File: src/rtl/mux_sel_sequencer.sv
// mux_sel_sequencer
//   Steps the select of an external 4:1 mux through 0..3 and holds each
//   select for HOLD cycles. On the last hold cycle it samples the mux output.
//   The samples are sent out serially and also reassembled into a word. The
//   block flags any sample that differs from the captured data.
// Ports:
//   clk, rst        clock, asynchronous active-high reset
//   start, din      scan request and the word to scan (captured in IDLE)
//   mux_out         mux output (combinational from mux_in/sel)
//   mux_in, sel     registered mux data and select
//   busy            high in RUN and DONE
//   ser_out/valid   sampled bit and its one-cycle qualifier
//   word_out        reassembled word, updated on each DONE
//   done            one-cycle completion pulse
//   err             sticky sample mismatch flag
module mux_sel_sequencer #(
  parameter int HOLD = 1
) (
  input  logic       clk,
  input  logic       rst,
  input  logic       start,
  input  logic [3:0] din,
  input  logic       mux_out,
  output logic [3:0] mux_in,
  output logic [1:0] sel,
  output logic       busy,
  output logic       ser_out,
  output logic       ser_valid,
  output logic [3:0] word_out,
  output logic       done,
  output logic       err
);

  typedef enum logic [1:0] {IDLE, RUN, DONE} state_t;

  localparam logic [3:0] HOLD_M1 = 4'(HOLD - 1);

  state_t     r_state, w_state_nxt;
  logic [3:0] r_mux_in, r_asm, r_word_out, r_hold_cnt;
  logic [1:0] r_sel;
  logic       r_ser_out, r_ser_valid, r_done, r_err;
  logic       w_accept, w_sample, w_last;
  logic [3:0] w_asm_nxt;

  assign w_accept = (r_state == IDLE) && start;
  assign w_sample = (r_state == RUN) && (r_hold_cnt == HOLD_M1);
  assign w_last   = w_sample && (r_sel == 2'd3);

  // Assembly register with the current sample merged in, so the final
  // sample is already included in word_out during the DONE cycle.
  always_comb begin
    w_asm_nxt        = r_asm;
    w_asm_nxt[r_sel] = mux_out;
  end

  always_comb begin
    w_state_nxt = r_state;
    case (r_state)
      IDLE:    if (start)  w_state_nxt = RUN;
      RUN:     if (w_last) w_state_nxt = DONE;
      DONE:    w_state_nxt = IDLE;
      default: w_state_nxt = IDLE;
    endcase
  end

  always_ff @(posedge clk or posedge rst) begin
    if (rst) r_state <= IDLE;
    else     r_state <= w_state_nxt;
  end

  always_ff @(posedge clk or posedge rst) begin
    if (rst) begin
      r_mux_in    <= '0;
      r_sel       <= '0;
      r_hold_cnt  <= '0;
      r_asm       <= '0;
      r_word_out  <= '0;
      r_ser_out   <= 1'b0;
      r_ser_valid <= 1'b0;
      r_done      <= 1'b0;
      r_err       <= 1'b0;
    end else begin
      r_ser_valid <= 1'b0;
      r_done      <= 1'b0;
      if (w_accept) begin
        r_mux_in   <= din;
        r_sel      <= '0;
        r_hold_cnt <= '0;
        r_asm      <= '0;
        r_err      <= 1'b0;
      end else if (r_state == RUN) begin
        if (w_sample) begin
          r_hold_cnt  <= '0;
          r_ser_out   <= mux_out;
          r_ser_valid <= 1'b1;
          r_asm       <= w_asm_nxt;
          // 2-bit select wraps 3 -> 0 on its own
          r_sel       <= r_sel + 2'd1;
          if (mux_out != r_mux_in[r_sel]) r_err <= 1'b1;
          if (w_last) begin
            r_word_out <= w_asm_nxt;
            r_done     <= 1'b1;
          end
        end else begin
          r_hold_cnt <= r_hold_cnt + 4'd1;
        end
      end
    end
  end

  assign mux_in    = r_mux_in;
  assign sel       = r_sel;
  assign busy      = (r_state != IDLE);
  assign ser_out   = r_ser_out;
  assign ser_valid = r_ser_valid;
  assign word_out  = r_word_out;
  assign done      = r_done;
  assign err       = r_err;

endmodule

File: config.mk
export PLATFORM = sky130hd
export DESIGN_NAME = mux_sel_sequencer
export DESIGN_NICKNAME = d
export VERILOG_FILES = /design/src/rtl/mux_sel_sequencer.sv
export SDC_FILE = /design/constraint.sdc
export NUM_CORES = 1
export LEC_CHECK = 0
export BUFFER_PORTS_ARGS = -buffer_cell sky130_fd_sc_hd__buf_2
export CAP_MARGIN = 20
export CORE_MARGIN = 1
export CORE_UTILIZATION = 52
export CTS_BUF_LIST = sky130_fd_sc_hd__clkbuf_8 sky130_fd_sc_hd__clkbuf_16
export DETAILED_ROUTE_END_ITERATION = 12
export PLACE_DENSITY = 0.87
export SETUP_SLACK_MARGIN = 0.5
export SYNTH_ARGS = -nofsm -noshare
export SYNTH_HDL_FRONTEND = slang
export SYNTH_SLANG_ARGS = --single-unit
File: constraint.sdc
create_clock -name clk -period 2.1 [get_ports clk]
set_input_delay 0.21 -clock clk [delete_from_list [all_inputs] [get_ports clk]]
set_output_delay 0.21 -clock clk [all_outputs]
set_load 0.01 [all_outputs]
==> reports/results.ini, run 1 <==
[critical_path]
cp.depth=4
slowest_stage=or3b_4
worstPathCellList=or3b_4, a21bo_4, o21ai_1, a22o_1
arrival_ns=1.66
criticalPathCategory=reg2reg
required_ns=2.25
cp-end-kind=flop
crit_buf_inv=0
start_kind=flop
r2r_cells=4
cpPeakStageDelay_ns=0.48
cp_top_family=simple AND/OR/NAND/NOR gates
worstPathMaxFanout=8

[clocking]
clock_path_buffers=2
cts_made_buffers=3
htreeDepth=1
cts-root-buf=clkbuf_8
cts_resized=0
clk_pin_slew_ns=0.07
cts_setup_buffers=0
clkLatencyLatePin_ns=0.26
clock_sinks=23
holdBufCountCts=0
cts_tree=done

[die]
start_util_pct=55.1
dieArea_um2=2270
num_rows=16
io_pins=23
core-area_um2=1960
die_h_um=47.6
die_width_um=47.6

[final_layout]
drive_gt1_share_pct=27.0
fin_cells=153
layout.nets=141
areaGrowthSynthToFinish_pct=16.9
fill_cells=168
diodes=0

[placement]
gp_congestion=0.868
hpwlAfterDp_um=1430
place_inst=149
pre_cts_ws_ns=0.524
numPortBuffers=22

[detailed_routing]
vias=790
wirelength_um=1850
dr.pass1.iters=4
drt_iter0_drc=9
via_per_inst=5.16
wire_per_inst_um=12.1
antenna_left=0
drc_errors=0

[pwr]
p_leak_nw=0.693
total_power_mw=1.91
peakVddDrop_mv=0.906
power_density_nw_per_um2=1510

[grt]
grt_pass1_vias=770
grt_use_total_pct=20.7
grt_max_degree=24
grt_first_pass_wirelength_um=3180
grt_overflow=0
antenna_found_initial=0

[timing]
worst-slew-pin-transition_ns=0.830
max_slew_margin_pct=44.6
max_freq_mhz=662
fin_crit_sh_pct=72.0
fin_skew_ns=0.00285
finalSetupViolations=0
setup_tns_ns=0
period_needed_ns=1.51
worst_slack_ns=0.589
rsz0062_at_grt=yes
slew_violations=0
hold_viol=0

[synthesis]
synthAdderAreaFrac_pct=6.94
muxShareOfSynthArea_pct=5.90
yosysSeqAreaShare_pct=53.2
syn_area_um2=1080
synth_cell_types=27
synth_cells=101
ys_ff_latch=23
synthSimpleGateAreaFrac_pct=15.4
synth-xor-area-share_pct=0.810
synth_compound_area_share_pct=13.2
ys_warn_count=0
syn_area_per_cell_um2=10.7
syn-num-nets=115
synth_top_family_by_area=simple AND/OR/NAND/NOR gates

[hold_path]
hold_path_class=in2async

[status]
status=finished, final reports clean

[run]
max_cap_violations=0

-- cell usage after synthesis (all sizes together) --
cell type	instances	share of area (%)
a21bo	1	1.5
a21o	2	1.4
a22o	5	4.1
a22oi	1	0.69
and3	1	0.58
and4bb	1	1.2
buf	1	1.0
dfrtp	23	53
ha	6	6.9
inv	10	3.5
mux2	1	1.0
mux2i	3	2.8
mux4	1	2.1
nand2	23	8.0
nand3	2	1.4
nor2	3	1.0
nor2b	1	0.58
nor3	1	0.46
o21ai	9	4.2
o21bai	1	0.69
o31ai	1	0.69
or2	1	0.58
or3b	2	1.6
xnor2	1	0.81
-- final timing paths --
kind / start / end / slack [ns]
worst min register to register: word_out[0] / word_out[0] / 0.48
worst min-delay path: rst / word_out[2] / 0.10
max in group asynchronous: rst / ser_valid / 1.48
min in group clk: din[3] / mux_in[3] / 0.14
worst max register to register: r_state[0] / r_asm[0] / 0.59
worst max-delay path: r_state[0] / r_asm[0] / 0.59
-- flip-flops by register name (all words and copies together), names as in the netlist --
| name | count |
|---|---|
| done | 1 |
| word_out | 4 |
| r_asm | 3 |
| r_state | 2 |
| sel | 2 |
| mux_in | 4 |
| err | 1 |
| ser_out | 1 |
| ser_valid | 1 |
| r_hold_cnt | 4 |
-- cell type report --
type	instances	area, µm²	share of cell area, %
inverter	10	37.5	2.97
multi-input combinational	67	462	36.5
tap	27	33.8	2.67
sequential	23	576	45.5
clock buffer	3	41.3	3.27
timing repair buffer	22	110	8.71
clock inverter	1	3.75	0.297
-- cells by family after synthesis --
kind of cell,Yosys count
multiplexers,5
buffers and inverters,11
flip-flops,23
adder cells (fa/ha/maj),6
AND/OR/NAND/NOR,35
XOR/XNOR,1
AO/OA/AOI/OAI,20
-- through the flow --
step           area [µm²]  hold WS, ns  util, %
3_3_place_gp         1210        0.400     61.9
4_1_cts              1260        0.127     64.2
2_1_floorplan        1080        0.212        -
6_report             1260        0.104     64.4
3_5_place_dp         1210        0.406     61.9
5_1_grt              1260        0.144     64.4
-- metal layers --
metal	up-vias	GRT usage [%]	share of wire [%]	wire length (µm)
met3	5	3.40	3.4	63
li1	388	-	-	-
met5	-	0	0	0
met2	20	35.1	47	874
met1	377	25.9	47	879
met4	0	10.0	2.0	38
-- placed cells by master (no fill, tap or decap) --
cell type,synthesis,final
dfrtp_1,23,23
a21o_1,2,2
and4bb_2,1,1
or3b_4,0,1
nand2_2,0,1
a22oi_1,1,1
xnor2_1,1,1
nand3_2,1,1
o21ai_1,3,3
a21bo_4,1,1
clkbuf_8,0,3
o21bai_1,1,1
mux2_2,1,1
or3b_2,1,1
mux4_2,1,1
nand3_1,1,1
nand2_1,23,22
buf_2,0,22
ha_1,6,6
nor2_1,3,3
nor3_1,1,1
or2_2,1,1
nor2b_1,1,1
mux2i_1,3,3
o31ai_1,1,1
and3_1,1,1
inv_1,10,11
o21ai_0,6,6
a22o_1,5,5
-- power by group --
group / total, mW / switching, mW / internal (mW)
clock network: 0.258 / 0.128 / 0.130
logic: 0.863 / 0.448 / 0.415
registers: 0.785 / 0.152 / 0.633
total: 1.91 / 0.727 / 1.18
No activity file was read; power rests on OpenSTA's default activity.
==> run 2: changes to the inputs <==
Settings changed: ABC_AREA set to 1, CORE_UTILIZATION 52 to 47, PLACE_DENSITY 0.87 to 0.83.
Clock period 2.1 ns to 1.3 ns, I/O delays scaled along.
==> run 2 against run 1 <==
The run now ends with negative setup slack left. Sequential share of layout area down 8.9 points. Cell count up 27%. Die area up 13%. Synthesized cell count up 20%. First-iteration DRC count down 67%. Count of clock-buffer cells in the layout unchanged. Combinational power rose to 2.7 times the previous value. Flip-flop and latch count unchanged. Synthesized area up 2.9%. Global-route usage about the same. Worst hold slack worse by 0.056 ns. Critical path depth up 1. Critical endpoint is now word_out[1]. Largest cell class unchanged. Largest power group unchanged. Highest routed layer unchanged.
==> reports/results.ini, run 2 <==
[critical_path]
slowest_stage=dfrtp_1  ; was or3b_4
criticalPathCategory=reg2reg  ; unchanged
worstPathCellList=inv_2, ha_1, o21ai_0, nand2_2, o21a_1  ; was or3b_4, a21bo_4, o21ai_1, a22o_1
cpPeakStageDelay_ns=0.46  ; was 0.48 ns
cp-end-kind=flop  ; unchanged
r2r_slack_ns=-0.04  ; was 0.59 ns
worstPathMaxFanout=5  ; was 8
start_kind=flop  ; unchanged
arrival_ns=1.50  ; was 1.66 ns
required_ns=1.46  ; was 2.25 ns

[detailed_routing]
vias=959  ; was 790
wirelength_um=2550  ; was 1850 µm
dr.pass1.iters=4  ; unchanged
antenna_left=0  ; unchanged
wire_per_inst_um=13.2  ; was 12.1 µm
via_per_inst=4.94  ; was 5.16
drc_errors=0  ; unchanged
drt_iter0_drc=3  ; was 9

[clocking]
clk_pin_slew_ns=0.08  ; was 0.07 ns
clock_sinks=23  ; unchanged
clkLatencyLatePin_ns=0.27  ; was 0.26 ns
clock_path_buffers=2  ; unchanged
cts_made_buffers=3  ; unchanged
cts_tree=done  ; unchanged
htreeDepth=1  ; unchanged
cts-root-buf=clkbuf_8  ; unchanged

[pwr]
power_density_nw_per_um2=2580  ; was 1510 nW/µm²
clkPwrFrac_pct=10.8  ; was 13.6%
power_frac_seq_pct=31.5  ; was 41.2%
p_switching_mw=1.78  ; was 0.727 mW
peakVddDrop_mv=1.31  ; was 0.906 mV
p_sw_share_pct=43.9  ; was 38.2%
p_leak_nw=0.818  ; was 0.693 nW
total_power_mw=4.07  ; was 1.91 mW
intPower_mw=2.28  ; was 1.18 mW
power_frac_comb_pct=57.7  ; was 45.3%

[timing]
fin_skew_ns=0.00573  ; was 0.00285 ns
fin_crit_sh_pct=103  ; was 72.0%
hold_viol=0  ; unchanged
max_freq_mhz=747  ; was 662 MHz
max_slew_margin_pct=79.1  ; was 44.6%
worst-slew-pin-transition_ns=0.310  ; was 0.830 ns
finalSetupViolations=1  ; was 0
rsz0062_at_grt=yes  ; unchanged
slew_violations=0  ; unchanged
holdWs_ns=0.0486  ; was 0.104 ns
worst_slack_ns=-0.0378  ; was 0.589 ns
period_needed_ns=1.34  ; was 1.51 ns

[placement]
numPortBuffers=22  ; unchanged
gp_congestion=0.825  ; was 0.868
hpwlAfterDp_um=1670  ; was 1430 µm
pre_cts_ws_ns=-0.0254  ; was 0.524 ns
placed_cell_area_um2=1280  ; was 1210 µm²

[die]
start_util_pct=50.3  ; was 55.1%
die_width_um=50.7  ; was 47.6 µm
num_rows=17  ; was 16
dieArea_um2=2570  ; was 2270 µm²
die_h_um=50.7  ; was 47.6 µm
core-area_um2=2210  ; was 1960 µm²
io_pins=23  ; unchanged

[final_layout]
diodes=0  ; unchanged
final_common_cell=nand2_1  ; was dfrtp_1
final_core_util_pct=71.2  ; was 64.4%
final_area_um2=1570  ; was 1260 µm²
fill_cells=186  ; was 168
areaGrowthSynthToFinish_pct=41.5  ; was 16.9%
drive_gt1_share_pct=53.0  ; was 27.0%
layout.nets=181  ; was 141
layout_common_cells=nand2_1 (29), dfrtp_1 (22), buf_2 (21)  ; was dfrtp_1 (23), nand2_1 (22), buf_2 (22)

[synthesis]
synth_area_leaders=dfrtp_1 (52%), nand2_1 (12%), ha_1 (6.7%)  ; was dfrtp_1 (53%), nand2_1 (8.0%), ha_1 (6.9%)
post-synth-top-count-cell=nand2_1
synth_edf_count=0  ; unchanged
synth_cell_types=17  ; was 27
synth_cells=121  ; was 101
yosysSeqAreaShare_pct=51.7  ; was 53.2%
syn-num-nets=135  ; was 115
ys_warn_count=0  ; unchanged
yosysTopAreaCellShare_pct=51.7  ; was 53.2%
yosys_most_used_dff=dfrtp_1  ; unchanged
ys_ff_latch=23  ; unchanged
syn_area_um2=1110  ; was 1080 µm²
ys_async_sr_fraction_pct=100  ; unchanged
syn_area_per_cell_um2=9.19  ; was 10.7 µm²
synth.top_cells.by_count=nand2_1 (36), dfrtp_1 (23), inv_2 (9), o21ai_0 (9), inv_1 (8)  ; was dfrtp_1 (23), nand2_1 (23), inv_1 (10)
synth_largest_area_cell=dfrtp_1  ; unchanged

[hold_path]
hold_path_class=in2reg  ; was in2async

[status]
status=complete, but fails checks  ; was finished, final reports clean
violations=negative setup slack

[grt]
grt_pass1_vias=877  ; was 770
grt_max_degree=24  ; unchanged
grt_use_total_pct=20.7  ; about the same
antenna_found_initial=0  ; unchanged
grt_first_pass_wirelength_um=3770  ; was 3180 µm
grt_overflow=0  ; unchanged

[run]
max_cap_violations=0  ; unchanged

run 2: kinds of logic (layout without fill, tap and decap cells):
family                   after synthesis  in the layout  synth area share [%]
AO/OA/AOI/OAI                         18             18                  8.55
flip-flops                            23             23                  51.7
AND/OR/NAND/NOR                       57             57                  27.2
adder cells (fa/ha/maj)                6              6                  6.75
buffers and inverters                 17             62                  5.74
run 2: per-layer routing:
metal  part of all wire [%]  GRT usage (%)  wire, µm
met1                     42           25.5      1080
met5                      0              0         0
met2                     50           34.0      1290
met3                    3.5           3.03        89
met4                    3.6           12.5        93
run 2: critical path, delay by kind of cell, from the launching register on:
family / cells / cell delay [ns]
buffers and inverters: 1 / 0.10
flip-flops: 1 / 0.46
AO/OA/AOI/OAI: 2 / 0.39
AND/OR/NAND/NOR: 1 / 0.09
adder cells (fa/ha/maj): 1 / 0.20
run 2: metrics by stage:
| stage | std cells | setup TNS (ns) |
|---|---|---|
| floorplan | 121 | 0 |
| global placement | 172 | 0 |
| detailed placement | 172 | -0.0488 |
| CTS | 188 | 0 |
| global route | 194 | -0.243 |
| finish | 194 | -0.0378 |
run 2: repair_timing:
item / in CTS / in global routing
pin swaps: 7 / 4
setup buffers: 11 / 6
setup endpoints to repair: 38 / 38
hold buffers: 1 / 0
resized for setup: 10 / 24
endpoints found under the hold margin: 23 / 0
run 2: worst paths after layout:
path | startpoint | end | depth (start not counted)
min in group asynchronous | rst | r_hold_cnt[3] | 4
max in group asynchronous | rst | sel[0] | 4
setup reg to reg | sel[1] | word_out[1] | 5
hold / removal | din[0] | mux_in[0] | 3
hold reg to reg | word_out[0] | word_out[0] | 2
setup / recovery | sel[1] | word_out[1] | 5
run 2: power groups by stage:
| stage | logic (mW) | registers (mW) | clock network (mW) |
|---|---|---|---|
| floorplan | 1.07 | 1.33 | 0 |
| global route | 2.58 | 1.32 | 0.473 |
| CTS | 1.95 | 1.26 | 0.452 |
| detailed placement | 1.63 | 1.27 | 0 |
| finish | 2.34 | 1.28 | 0.441 |
| global placement | 1.54 | 1.25 | 0 |
run 2: cell type report:
class	count	area, µm²	share of cell area, %
sequential	23	577	36.6
multi-input combinational	81	574	36.5
clock inverter	1	3.75	0.238
clock buffer	3	41.3	2.62
tap	28	35.0	2.23
inverter	17	66.3	4.21
timing repair buffer	41	277	17.6
==> run 3: changes to the inputs <==
Settings changed: CELL_PAD_IN_SITES_DETAIL_PLACEMENT set to 1, CELL_PAD_IN_SITES_GLOBAL_PLACEMENT set to 1, CORE_UTILIZATION 47 to 36, PLACE_DENSITY 0.83 to 0.84.
==> run 3 against run 2 <==
The flow finishes with violations (design-rule violations, negative setup slack). Critical path depth up 2. Core utilization down 13 points. Count of clock-buffer cells in the layout unchanged. Largest power group unchanged. Total power up 6.9%. Fmax up 1.7%. Clock skew down 0.0038 ns. Wire length up 21%. Worst setup slack better by 0.023 ns. Clock power up 4%.
==> reports/results.ini, run 3 (synthesis results as in run 2) <==
[clocking]
clk_pin_slew_ns=0.09  ; was 0.08 ns
cts-root-buf=clkbuf_8  ; unchanged
clock_path_buffers=2  ; unchanged
cts_tree=done  ; unchanged
htreeDepth=1  ; unchanged
cts_made_buffers=3  ; unchanged
clkLatencyLatePin_ns=0.26  ; was 0.27 ns
clock_sinks=23  ; unchanged

[die]
core-area_um2=2850  ; was 2210 µm²
die_width_um=57.6  ; was 50.7 µm
num_rows=19  ; was 17
io_pins=23  ; unchanged
start_util_pct=39.0  ; was 50.3%
die_h_um=57.6  ; was 50.7 µm
dieArea_um2=3320  ; was 2570 µm²

[placement]
pre_cts_ws_ns=-0.0182  ; was -0.0254 ns
placed_cell_area_um2=1310  ; was 1280 µm²
numPortBuffers=22  ; unchanged
gp_congestion=0.771  ; was 0.825
hpwlAfterDp_um=1910  ; was 1670 µm

[timing]
slew_violations=0  ; unchanged
period_needed_ns=1.32  ; was 1.34 ns
max_freq_mhz=760  ; was 747 MHz
fin_crit_sh_pct=101  ; was 103%
worst-slew-pin-transition_ns=0.303  ; was 0.310 ns
holdWs_ns=0.0557  ; was 0.0486 ns
worst_slack_ns=-0.0152  ; was -0.0378 ns
max_slew_margin_pct=79.8  ; was 79.1%
finalSetupViolations=1  ; unchanged
fin_skew_ns=0.00193  ; was 0.00573 ns
hold_viol=0  ; unchanged
rsz0062_at_grt=yes  ; unchanged

[critical_path]
crit_buf_inv=2  ; was 1
required_ns=1.51  ; was 1.46 ns
worstPathCellList=inv_2, ha_4, nand4_4, nor2_8, buf_4, nand2_4, nand2_1  ; was inv_2, ha_1, o21ai_0, nand2_2, o21a_1
arrival_ns=1.53  ; was 1.50 ns
criticalPathCategory=reg2reg  ; unchanged
cp_top_family=simple AND/OR/NAND/NOR gates  ; was flip-flops
worstPathMaxFanout=6  ; was 5
slowest_stage=dfrtp_1  ; unchanged
cp-end-kind=flop  ; unchanged
cpPeakStageDelay_ns=0.41  ; was 0.46 ns
start_kind=flop  ; unchanged

[grt]
grt_pass1_vias=1037  ; was 877
grt_max_degree=24  ; unchanged
grt_overflow=0  ; unchanged
antenna_found_initial=0  ; unchanged
grt_use_total_pct=20.0  ; was 20.7%
grt_first_pass_wirelength_um=4950  ; was 3770 µm

[detailed_routing]
vias=993  ; was 959
wire_per_inst_um=15.3  ; was 13.2 µm
drt_iter0_drc=15  ; was 3
dr.pass1.iters=7  ; was 4
via_per_inst=4.89  ; was 4.94
drc_errors=2  ; was 0
antenna_left=0  ; unchanged
wirelength_um=3100  ; was 2550 µm

[final_layout]
diodes=0  ; unchanged
layout_common_cells=nand2_1 (27), dfrtp_1 (22), buf_2 (20)  ; was nand2_1 (29), dfrtp_1 (22), buf_2 (21)
fill_cells=340  ; was 186
areaGrowthSynthToFinish_pct=48.0  ; was 41.5%
final_area_um2=1650  ; was 1570 µm²
final_common_cell=nand2_1  ; unchanged
layout.nets=187  ; was 181
drive_gt1_share_pct=55.2  ; was 53.0%

[pwr]
power_frac_seq_pct=29.3  ; was 31.5%
clkPwrFrac_pct=10.5  ; was 10.8%
peakVddDrop_mv=1.09  ; was 1.31 mV
p_switching_mw=1.90  ; was 1.78 mW
total_power_mw=4.35  ; was 4.07 mW
p_sw_share_pct=43.7  ; was 43.9%
intPower_mw=2.45  ; was 2.28 mW
p_leak_nw=0.851  ; was 0.818 nW
power_frac_comb_pct=60.2  ; was 57.7%
power_density_nw_per_um2=2640  ; was 2580 nW/µm²

[status]
violations=design-rule violations, negative setup slack  ; was negative setup slack
status=complete, but fails checks  ; unchanged

[hold_path]
hold_path_class=in2reg  ; unchanged

[run]
max_cap_violations=0  ; unchanged

==> run 3: cell count changes in the layout (fill, tap and decap cells not counted), sizes merged <==
cell	change
buf	+6
inv	-1
clkinv	+1
==> run 3: path summary, 6_finish.rpt <==
| path | startpoint | end | slack (ns) | cells after the start |
|---|---|---|---|---|
| worst min-delay path | din[1] | mux_in[1] | 0.06 | 3 |
| min in group asynchronous | rst | r_state[0] | 0.45 | 4 |
| worst min register to register | word_out[2] | word_out[2] | 0.49 | 1 |
| max in group asynchronous | rst | sel[0] | 0.59 | 4 |
| worst max register to register | r_hold_cnt[1] | word_out[3] | -0.02 | 7 |
| worst max-delay path | r_hold_cnt[1] | word_out[3] | -0.02 | 7 |
==> run 3: power groups by stage <==
| stage | clock, mW | combinational, mW | sequential [mW] |
|---|---|---|---|
| finish | 0.458 | 2.62 | 1.27 |
| floorplan | 0 | 1.07 | 1.33 |
| detailed placement | 0 | 1.74 | 1.27 |
| global placement | 0 | 1.65 | 1.26 |
| global route | 0.500 | 2.86 | 1.31 |
| CTS | 0.457 | 2.23 | 1.24 |
==> run 3: what timing repair did <==
action                                  in CTS  in global routing
setup buffers                               13                  7
pin swaps                                    6                  9
hold buffers                                 1                  0
endpoints found under the hold margin       23                  0
endpoints found under the setup margin      38                 38
cloned                                       0                  0
gates resized for setup                     15                 21
==> run 3: metrics by stage <==
stage / setup TNS [ns] / instances / util (%)
after global routing: -0.922 / 203 / 57.7
after global placement: 0 / 178 / 45.9
after floorplan: 0 / 121 / -
after detailed placement: -0.0189 / 178 / 45.9
final: -0.0152 / 203 / 57.7
after CTS: 0 / 196 / 53.6
==> run 3: worst register-to-register path: stages (launching register included) <==
cell,delay (ns)
dfrtp_1,0.41
inv_2,0.09
ha_4,0.16
nand4_4,0.17
nor2_8,0.20
buf_4,0.14
nand2_4,0.03
nand2_1,0.05
==> run 3: final cells by class <==
class,instances,area [µm²],share of cell area [%]
multi-input cells,81,578,35.1
flip-flops and latches,23,577,35.0
repair buffers,47,340,20.7
inverters,17,66.3,4.03
clock buffers,3,41.3,2.51
well taps,31,38.8,2.36
clock inverters,1,5.00,0.304
==> run 3: layer usage <==
metal | part of all wire, % | global-route usage [%] | wire (µm)
met1 | 43 | 24.0 | 1320
met2 | 53 | 36.5 | 1640
met3 | 2.8 | 2.27 | 88
met4 | 1.3 | 6.97 | 41
met5 | 0 | 0 | 0
